### src/rtl/z80_bus_pkg.sv
// Shared types for the Z80 bus observer: event classes, the event record
// and the qualification FSM states.
package z80_bus_pkg;

    localparam logic [2:0] EV_NONE   = 3'd0;
    localparam logic [2:0] EV_IO_RD  = 3'd1;
    localparam logic [2:0] EV_IO_WR  = 3'd2;
    localparam logic [2:0] EV_MEM_RD = 3'd3;
    localparam logic [2:0] EV_MEM_WR = 3'd4;
    localparam logic [2:0] EV_FETCH  = 3'd5;
    localparam logic [2:0] EV_INTACK = 3'd6;

    typedef struct packed {
        logic [2:0]  ev_type;
        logic [15:0] addr;
        logic [7:0]  data;
    } ev_t;

    typedef enum logic [1:0] {StIdle, StQual, StActive} state_e;

    // Strobes are active-low; first matching row wins.
    function automatic logic [2:0] classify(input logic rd, input logic wr, input logic m1,
                                            input logic iorq, input logic mreq);
        logic [2:0] cls;
        cls = EV_NONE;
        if (!iorq && !m1)              cls = EV_INTACK;
        else if (!rd && !wr)           cls = EV_NONE;
        else if (!iorq && !wr)         cls = EV_IO_WR;
        else if (!iorq && !rd)         cls = EV_IO_RD;
        else if (!mreq && !m1 && !rd)  cls = EV_FETCH;
        else if (!mreq && !rd)         cls = EV_MEM_RD;
        else if (!mreq && !wr)         cls = EV_MEM_WR;
        return cls;
    endfunction

endpackage

### src/rtl/z80_event_fifo.sv
// Small synchronous event queue with a registered head entry, so the consumer
// sees flop outputs that only change after a push-to-empty or a pop.
module z80_event_fifo
    import z80_bus_pkg::*;
#(
    parameter int unsigned DEPTH = 4
) (
    input  logic clk,
    input  logic rst_n,
    input  logic push,
    input  ev_t  wdata,
    input  logic pop,
    output logic full,
    output logic empty,
    output ev_t  head
);
    localparam int unsigned AW = $clog2(DEPTH);

    ev_t            mem_q [DEPTH];
    logic [AW-1:0]  wptr_q, rptr_q, rptr_nxt;
    logic [AW:0]    count_q;
    ev_t            head_q;
    logic           do_push, do_pop;

    assign full     = (count_q == (AW + 1)'(DEPTH));
    assign empty    = (count_q == '0);
    assign do_pop   = pop && !empty;
    assign do_push  = push && (!full || do_pop);
    assign rptr_nxt = rptr_q + 1'b1;
    assign head     = head_q;

    always_ff @(posedge clk) begin
        if (do_push) mem_q[wptr_q] <= wdata;
    end

    always_ff @(posedge clk or negedge rst_n) begin
        if (!rst_n) begin
            wptr_q  <= '0;
            rptr_q  <= '0;
            count_q <= '0;
            head_q  <= '0;
        end else begin
            if (do_push) wptr_q <= wptr_q + 1'b1;
            if (do_pop)  rptr_q <= rptr_nxt;
            count_q <= count_q + (AW + 1)'(do_push) - (AW + 1)'(do_pop);
            // Head tracks the oldest entry; a drained queue shows zeros.
            if (do_pop) begin
                if (count_q > (AW + 1)'(1)) head_q <= mem_q[rptr_nxt];
                else if (do_push)           head_q <= wdata;
                else                        head_q <= '0;
            end else if (do_push && empty) begin
                head_q <= wdata;
            end
        end
    end

endmodule

### src/rtl/z80_bus_sampler.sv
// Synchronises the Z80 pins, classifies each bus cycle, filters glitches and
// queues exactly one event per qualified cycle.
module z80_bus_sampler
    import z80_bus_pkg::*;
#(
    parameter int unsigned SYNC_STAGES   = 2,
    parameter int unsigned FILTER_CYCLES = 2,
    parameter int unsigned FIFO_DEPTH    = 4
) (
    input  logic        clk,
    input  logic        rst_n,
    input  logic [15:0] z80_a,
    input  logic [7:0]  z80_d,
    input  logic        z80_rd,
    input  logic        z80_wr,
    input  logic        z80_m1,
    input  logic        z80_iorq,
    input  logic        z80_mreq,
    output logic        ev_valid,
    input  logic        ev_ready,
    output logic [2:0]  ev_type,
    output logic [15:0] ev_addr,
    output logic [7:0]  ev_data,
    output logic        ev_overflow
);
    localparam int unsigned CNT_W = (FILTER_CYCLES > 1) ? $clog2(FILTER_CYCLES) : 1;
    localparam logic [CNT_W-1:0] CNT_MAX = CNT_W'(FILTER_CYCLES - 1);

    logic [4:0]  strb_q [SYNC_STAGES];
    logic [15:0] addr_q [SYNC_STAGES];
    logic [7:0]  data_q [SYNC_STAGES];

    always_ff @(posedge clk or negedge rst_n) begin
        if (!rst_n) begin
            for (int i = 0; i < SYNC_STAGES; i++) begin
                strb_q[i] <= '1;
                addr_q[i] <= '0;
                data_q[i] <= '0;
            end
        end else begin
            strb_q[0] <= {z80_rd, z80_wr, z80_m1, z80_iorq, z80_mreq};
            addr_q[0] <= z80_a;
            data_q[0] <= z80_d;
            for (int i = 1; i < SYNC_STAGES; i++) begin
                strb_q[i] <= strb_q[i-1];
                addr_q[i] <= addr_q[i-1];
                data_q[i] <= data_q[i-1];
            end
        end
    end

    logic rd_s, wr_s, m1_s, iorq_s, mreq_s;
    ev_t  cur_ev;

    assign {rd_s, wr_s, m1_s, iorq_s, mreq_s} = strb_q[SYNC_STAGES-1];

    always_comb begin
        cur_ev.ev_type = classify(rd_s, wr_s, m1_s, iorq_s, mreq_s);
        cur_ev.addr    = addr_q[SYNC_STAGES-1];
        cur_ev.data    = ((cur_ev.ev_type == EV_IO_WR) || (cur_ev.ev_type == EV_MEM_WR)) ?
                         data_q[SYNC_STAGES-1] : '0;
    end

    state_e           state_q;
    logic [CNT_W-1:0] cnt_q;
    ev_t              snap_q;
    logic             push_req;

    assign push_req = (state_q == StQual) && (cur_ev.ev_type != EV_NONE) &&
                      (cur_ev == snap_q) && (cnt_q == CNT_MAX);

    always_ff @(posedge clk or negedge rst_n) begin
        if (!rst_n) begin
            state_q <= StIdle;
            cnt_q   <= '0;
            snap_q  <= '0;
        end else begin
            unique case (state_q)
                StIdle: begin
                    if (cur_ev.ev_type != EV_NONE) begin
                        snap_q  <= cur_ev;
                        cnt_q   <= '0;
                        state_q <= StQual;
                    end
                end
                StQual: begin
                    if (cur_ev.ev_type == EV_NONE) begin
                        state_q <= StIdle;
                    end else if (cur_ev != snap_q) begin
                        snap_q <= cur_ev;
                        cnt_q  <= '0;
                    end else if (cnt_q == CNT_MAX) begin
                        state_q <= StActive;
                    end else begin
                        cnt_q <= cnt_q + 1'b1;
                    end
                end
                StActive: begin
                    // Hold until the strobes drop so one Z80 cycle yields one event.
                    if (cur_ev.ev_type == EV_NONE) state_q <= StIdle;
                end
                default: state_q <= StIdle;
            endcase
        end
    end

    logic fifo_full, fifo_empty;
    ev_t  head;

    z80_event_fifo #(
        .DEPTH (FIFO_DEPTH)
    ) u_fifo (
        .clk   (clk),
        .rst_n (rst_n),
        .push  (push_req),
        .wdata (snap_q),
        .pop   (ev_ready),
        .full  (fifo_full),
        .empty (fifo_empty),
        .head  (head)
    );

    logic ovf_q;

    always_ff @(posedge clk or negedge rst_n) begin
        if (!rst_n) begin
            ovf_q <= 1'b0;
        end else if (push_req && fifo_full && !ev_ready) begin
            ovf_q <= 1'b1;
        end
    end

    assign ev_valid    = !fifo_empty;
    assign ev_type     = head.ev_type;
    assign ev_addr     = head.addr;
    assign ev_data     = head.data;
    assign ev_overflow = ovf_q;

endmodule
### config.mk
export PLATFORM = sky130hd
export DESIGN_NAME = z80_bus_sampler
export DESIGN_NICKNAME = d
export VERILOG_FILES = /design/src/rtl/z80_bus_pkg.sv /design/src/rtl/z80_event_fifo.sv /design/src/rtl/z80_bus_sampler.sv
export SDC_FILE = /design/constraint.sdc
export NUM_CORES = 1
export LEC_CHECK = 0
export CORE_ASPECT_RATIO = 1.4
export CORE_MARGIN = 4
export CORE_UTILIZATION = 55
export CTS_BUF_LIST = sky130_fd_sc_hd__clkbuf_2
export DETAILED_ROUTE_END_ITERATION = 16
export GPL_TIMING_DRIVEN = 0
export PLACE_DENSITY = 0.82
export REMOVE_ABC_BUFFERS = 1
export SLEW_MARGIN = 20
export SYNTH_ARGS = -nofsm -noshare
export SYNTH_HDL_FRONTEND = slang
export SYNTH_HIERARCHICAL = 1
export SYNTH_SLANG_ARGS = --single-unit
### constraint.sdc
create_clock -name clk -period 4.9 [get_ports clk]
set_clock_uncertainty 0.05 [all_clocks]
set_input_delay 1.225 -clock clk [delete_from_list [all_inputs] [get_ports clk]]
set_output_delay 1.225 -clock clk [all_outputs]
set_load 0.02 [all_outputs]
After elaboration in Yosys (flattened, before gate mapping)
Memories as Yosys holds them, arrays and structs flattened.
Cells that the tools add are included.
- register bits after elaboration: 123
- memory bits (writable): 108
- input port bits: 32
- output and inout port bits: 29
- memories kept: 1
- memories (name ; words ; width ; rd ports ; clocked after Yosys merged registers in ; write ports ; line ; source):
    u_fifo.mem_q ; 4 ; 27 ; 1 ; 0 ; 1 ; z80_event_fifo.sv:19 ; ev_t mem_q [DEPTH];
- $add $sub $neg: 5
- order comparisons: 1
- equal/unequal tests: 13
- mux-type cells: 29
- reduce and logical (&&, ||, !) cells: 35
- operators by type and width (operator ; count):
    $mux W27 ; 7
    $pmux W27 S2 ; 1
    $eq A27 B27 Y1 ; 1
    $ne A27 B27 Y1 ; 1
    $mux W3 ; 7
    $logic_and A1 B1 Y1 ; 16
    $mux W2 ; 5
    $logic_not A1 Y1 ; 8
    $mux W8 ; 1
    $reduce_and A4 Y1 ; 2
    $eq A3 B3 Y1 const B ; 2
    $logic_not A3 Y1 ; 2
    $mux W1 ; 6
    $ne A2 B2 Y1 const B ; 3
    $pmux W2 S3 ; 1
    $add A2 B1 Y2 const B ; 2
    $reduce_bool A2 Y1 ; 2
    $add A3 B1 Y3 ; 1
    $eq A3 B2 Y1 const B ; 1
    $gt A3 B1 Y1 const B ; 1
    $ne A3 B2 Y1 const B ; 1
    $ne A3 B3 Y1 const B ; 1
    $reduce_and A3 Y1 ; 1
    $reduce_bool A3 Y1 ; 1
    other kinds (8) ; 9

Longest topological paths before layout
- depth in word-level cells: 19
- gate-level depth with buffers: 15

Hierarchy
The synthesis kept the hierarchy.
- modules (own cells, without submodules) (module ; times used ; cells an instance ; area each (um^2)):
    z80_event_fifo ; 1 ; 374 ; 6149.6
    z80_bus_sampler ; 1 ; 228 ; 3254.4

Worst setup path after synthesis
Ideal clock, no wire load.
- kind: reg2reg
- start: reg strb_q (netlist bit rd_s)
- end: reg u_fifo.count_q[2]
- setup time: 0.123 ns
- arrival: 3.397 ns
- setup slack: 1.331 ns
- cell stages (with the launch flop): 15
- path buffers: 1
- path through: dfstp_2 buf_4 nand2b_4 o41ai_2 nand4_1 a2111oi_2 nand4_2 nor3_1 a21boi_1 inv_1 ha_1 inv_1 ha_1 fa_1 xnor2_1
- longest elaborated chain between the ends: 17
- RTL lines (item ; line ; source):
    start: declaration ; z80_bus_sampler.sv:29 ; logic [4:0] strb_q [SYNC_STAGES];
    start signal: indexed assignment ; z80_bus_sampler.sv:45 ; strb_q[i] <= strb_q[i-1];
    $logic_not A1 Y1 (*) ; n/a ;
    $logic_and A1 B1 Y1 ; z80_bus_pkg.sv:31 ; else if (!mreq && !rd) cls = EV_MEM_RD;
    $mux W3 ; z80_bus_pkg.sv:31 ;
    $mux W3 ; z80_bus_pkg.sv:30 ; else if (!mreq && !m1 && !rd) cls = EV_FETCH;
    $mux W3 ; z80_bus_pkg.sv:29 ; else if (!iorq && !rd) cls = EV_IO_RD;
    $mux W3 ; z80_bus_pkg.sv:28 ; else if (!iorq && !wr) cls = EV_IO_WR;
    $mux W3 (*) ; z80_bus_pkg.sv:27 ; else if (!rd && !wr) cls = EV_NONE;
    $mux W3 (*) ; z80_bus_pkg.sv:26 ; if (!iorq && !m1) cls = EV_INTACK;
    [... 2 more ...] ; n/a ;
    $mux W8 ; z80_bus_sampler.sv:60 ; cur_ev.data = ((cur_ev.ev_type == EV_IO_WR) || (cur_ev.ev_type == EV_MEM_WR)) ?
    $eq A27 B27 Y1 ; z80_bus_sampler.sv:70 ; (cur_ev == snap_q) && (cnt_q == CNT_MAX);
    $logic_and A1 B1 Y1 (*) ; z80_bus_sampler.sv:69 ; assign push_req = (state_q == StQual) && (cur_ev.ev_type != EV_NONE) &&
    $logic_and A1 B1 Y1 (*) ; z80_bus_sampler.sv:70 ;
    named net push_req ; z80_bus_sampler.sv:67 ; logic push_req;
    $logic_and A1 B1 Y1 (*) ; z80_event_fifo.sv:28 ; assign do_push = push && (!full || do_pop);
    $add A3 B1 Y3 (*) ; z80_event_fifo.sv:45 ; count_q <= count_q + (AW + 1)'(do_push) - (AW + 1)'(do_pop);
    $sub A3 B1 Y3 (*) ; z80_event_fifo.sv:45 ;
    end signal: assignment ; z80_event_fifo.sv:45 ;
    end: declaration ; z80_event_fifo.sv:21 ; logic [AW:0] count_q;
Mark *: on every way through the listed nets, which the timed path passes. The rest lies on a longest branch.
A chain may end at the register's enable or synchronous reset.

Worst setup path in the final report
Same ends and word-level chain as after synthesis.

==> results.toml <==
[place]
gpl.final_weighted_congestion = 0.7571
io_buffer_count = 60
dp_slack_ns = 0.06791
dpl.hpwl_um = 12110
placed_cells = 834

[synthesis]
ys_ff_latch = 231
ys_seq_area_frac = 0.6735
synthCells = 602
yosys.area.top_type = "edfxtp_1"
synth-edff-count = 108
post_synth.cell_area_avg_um2 = 15.62
synth_warnings = 6
ys_async_sr_fraction = 0.5325
synth_cell_types = 59
synth_ff_type = "dfrtp_1"
synth_top_area_frac = 0.3449
syn-cell-area_um2 = 9404
synth_area_leaders = "edfxtp_1 34%, dfrtp_1 30%, mux4_2 6.5%"

[clocking]
root_buffer = "clkbuf_2"
cts_buffer_depth = 3
cts_tree = "done"
cts_max_level = 2
ctsHoldBuffers = 0
cts-buffers-inserted = 51
cts.repair.resized = 0
cts_setup_buffers = 0
clock_latency_ns = 0.76
clkSinkCount = 231
path_clk_slew_ns = 0.12

[layout]
drive_above_1_share = 0.2452
multi_input_area_um2 = 2773
seqCellArea_um2 = 6336
fillCellCount = 1169
final_nets = 724
finalNonFillerCells = 930
syn2layout_area_growth_pct = 14.05

[global_route]
antenna_found_initial = 1
overflow = 0
grt_pass1_wl_um = 32890
grt_use_total = 0.2169
grt_max_degree = 69
first_global_vias = 6242

[detailed_routing]
dr.pass1.iters = 5
route.detailed.drc = 0
wl_per_cell_um = 22.03
num_vias = 5792
dr.first_iter.drc_count = 656
viasPerCell = 6.228
drtAntennaViolNets = 0
wirelength_um = 20480

[sta]
slew-limit-headroom = 0.4431
slew_viol_final = 0
tightestPinTransition_ns = 0.8353
fin_crit_ns = 4.492
worst_slack_ns = 0.4079
hold_slack_ns = 0.2666
finalSetupViolCount = 0
hold_violations = 0
rsz0062_at_grt = "no"
clock.fmax_mhz = 222.6
finalCritPeriodShare = 0.9168

[setup_path]
slowest_stage = "nor3_2"
r2r_end = "u_fifo/count_q[2]$_DFF_PN0_"
cp-end-kind = "register"
required_ns = 5.50
worstRegToRegCells = 13
reg2reg_from = "rd_s$_DFF_PN1_"
crit_chain = "nand2b_4 > nor3_2 > nand2_1 > a2111oi_2 > nand4_2 > nor3_2 > a21boi_1 > inv_1 > ha_1 > inv_1 > ha_1 > fa_1 > xnor2_1"
slowest_delay_ns = 0.65
ff2ff_setup_slack_ns = 0.41
criticalPathCategory = "register to register"
cp.arrival_ns = 5.09
critPathMaxFanout = 12
start_kind = "register"

[floorplanning]
ios = 61
die_area_um2 = 19280
initial_core_util = 0.5616
die_w_um = 118.5
placementRows = 56
fp.dieH_um = 162.7
core_area_um2 = 16750

[hold_path]
min_to = "data_q[0]$_DFF_PN0_"
hold_class = "register to register"
holdPathStages = 0
worst_hold_startpoint = "data_q[8]$_DFF_PN0_"

[power]
peakVddDrop_v = 0.0002119
p_leak_nw = 3.909
p_per_area_nw_per_um2 = 479.2

[outcome]
status = "finished, final reports clean"

[job]
drv_cap = 0
[area by class of cell]
cell class              instances  share of cell area
repair buffers                 69             0.07361
well taps                     203             0.02368
clock buffers                  76             0.03546
clock inverters                19            0.009683
inverters                      23            0.008049
diodes                          1           0.0002333
multi-input cells             308              0.2585
flip-flops and latches        231              0.5908
[sequential cells by signal, summed over array words and instances (netlist names), 2 cells and up]
register and count:
u_fifo/mem_q 108, strb_q 6, state_q 2, data_q 16, u_fifo/rptr_q 2, u_fifo/wptr_q 2, u_fifo/count_q 3, u_fifo/head 27
addr_q 32, snap_q 27
[layer usage]
metal	vias up	share of wire	global-route usage
met5	-	0	0
li1	2495	-	-
met4	0	0.027	0.09225
met2	337	0.53	0.3867
met1	2908	0.35	0.2541
met3	52	0.092	0.04830
[worst max-delay path by stage]
stage	start	end	slack, ns	cells after the start
floorplan	rd_s$_DFF_PN1_	u_fifo/head[10]$_DFFE_PN0P_	0.69	9
global placement	rst_n	data_q[0]$_DFF_PN0_	-2.08	1
detailed placement	rd_s$_DFF_PN1_	u_fifo/head[11]$_DFFE_PN0P_	0.07	9
CTS	rd_s$_DFF_PN1_	u_fifo/head[11]$_DFFE_PN0P_	0.004	9
global route	rd_s$_DFF_PN1_	u_fifo/count_q[2]$_DFF_PN0_	0.1	13
finish	rd_s$_DFF_PN1_	u_fifo/count_q[2]$_DFF_PN0_	0.41	13
[placed cells by master, fill, tap and decap left out, types with 4 or more instances in the layout]
master             n
dfrtp_1          111
edfxtp_1         108
clkbuf_2          76
clkdlybuf4s50_1   58
o21ai_0           31
nand3_1           30
nor3_1            30
nand4_1           28
mux4_2            27
inv_1             22
a41oi_2           20
mux2_1            18
xor2_1            16
nand2_1           14
clkinv_1          12
dfstp_2           10
nor2_1             8
mux2i_1            8
xnor2_1            7
a41oi_1            7
ha_1               7
nor4_1             6
clkinv_2           5
buf_16             4
and2_2             4
[cell families (layout without fill, tap and decap cells)]
logic type	after synthesis	after routing	share of synthesized area
XOR/XNOR	23	23	0.02142
AO/OA/AOI/OAI	75	75	0.07318
buffers and inverters	63	187	0.03486
flip-flops	231	231	0.6735
adder cells (fa/ha/maj)	8	8	0.01144
multiplexers	53	53	0.09473
other	0	1	0
AND/OR/NAND/NOR	149	149	0.09087
[cell usage after synthesis (all sizes together) (7+ instances only)]
cell type and n:
clkbuf 14, nand4 29, buf 26, nand2 14, dfstp 10, mux2i 8
a41oi 27, nor2 10, xnor2 7, o21ai 33, dfrtp 113, mux2 18
nand3 30, edfxtp 108, ha 7, mux4 27, nor3 32, xor2 16
inv 23
[metrics by stage]
| stage | power, mW | utilization | instance area, um^2 | setup TNS, ns |
|---|---|---|---|---|
| detailed placement | 3.982 | 0.6109 | 10230 | 0 |
| finish | 5.140 | 0.6405 | 10730 | 0 |
| floorplan | 3.353 | - | 9163 | 0 |
| global route | 5.411 | 0.6405 | 10730 | 0 |
| CTS | 5.176 | 0.6398 | 10710 | 0 |
| global placement | 3.890 | 0.5982 | 10020 | -310.69 |
[report_power, final]
group	internal [mW]	switching, mW
Sequential	2.24	0.275
Clock	0.471	0.717
Combinational	0.678	0.758
Total	3.39	1.75
[worst max-delay path, delay by kind of cell (launching register included)]
family,cells,cell delay [ns]
AND/OR/NAND/NOR,5,1.57
adder cells (fa/ha/maj),3,0.89
XOR/XNOR,1,0.13
buffers and inverters,2,0.15
AO/OA/AOI/OAI,2,0.99
flip-flops,1,0.64
(Power assumes the default switching activity.)
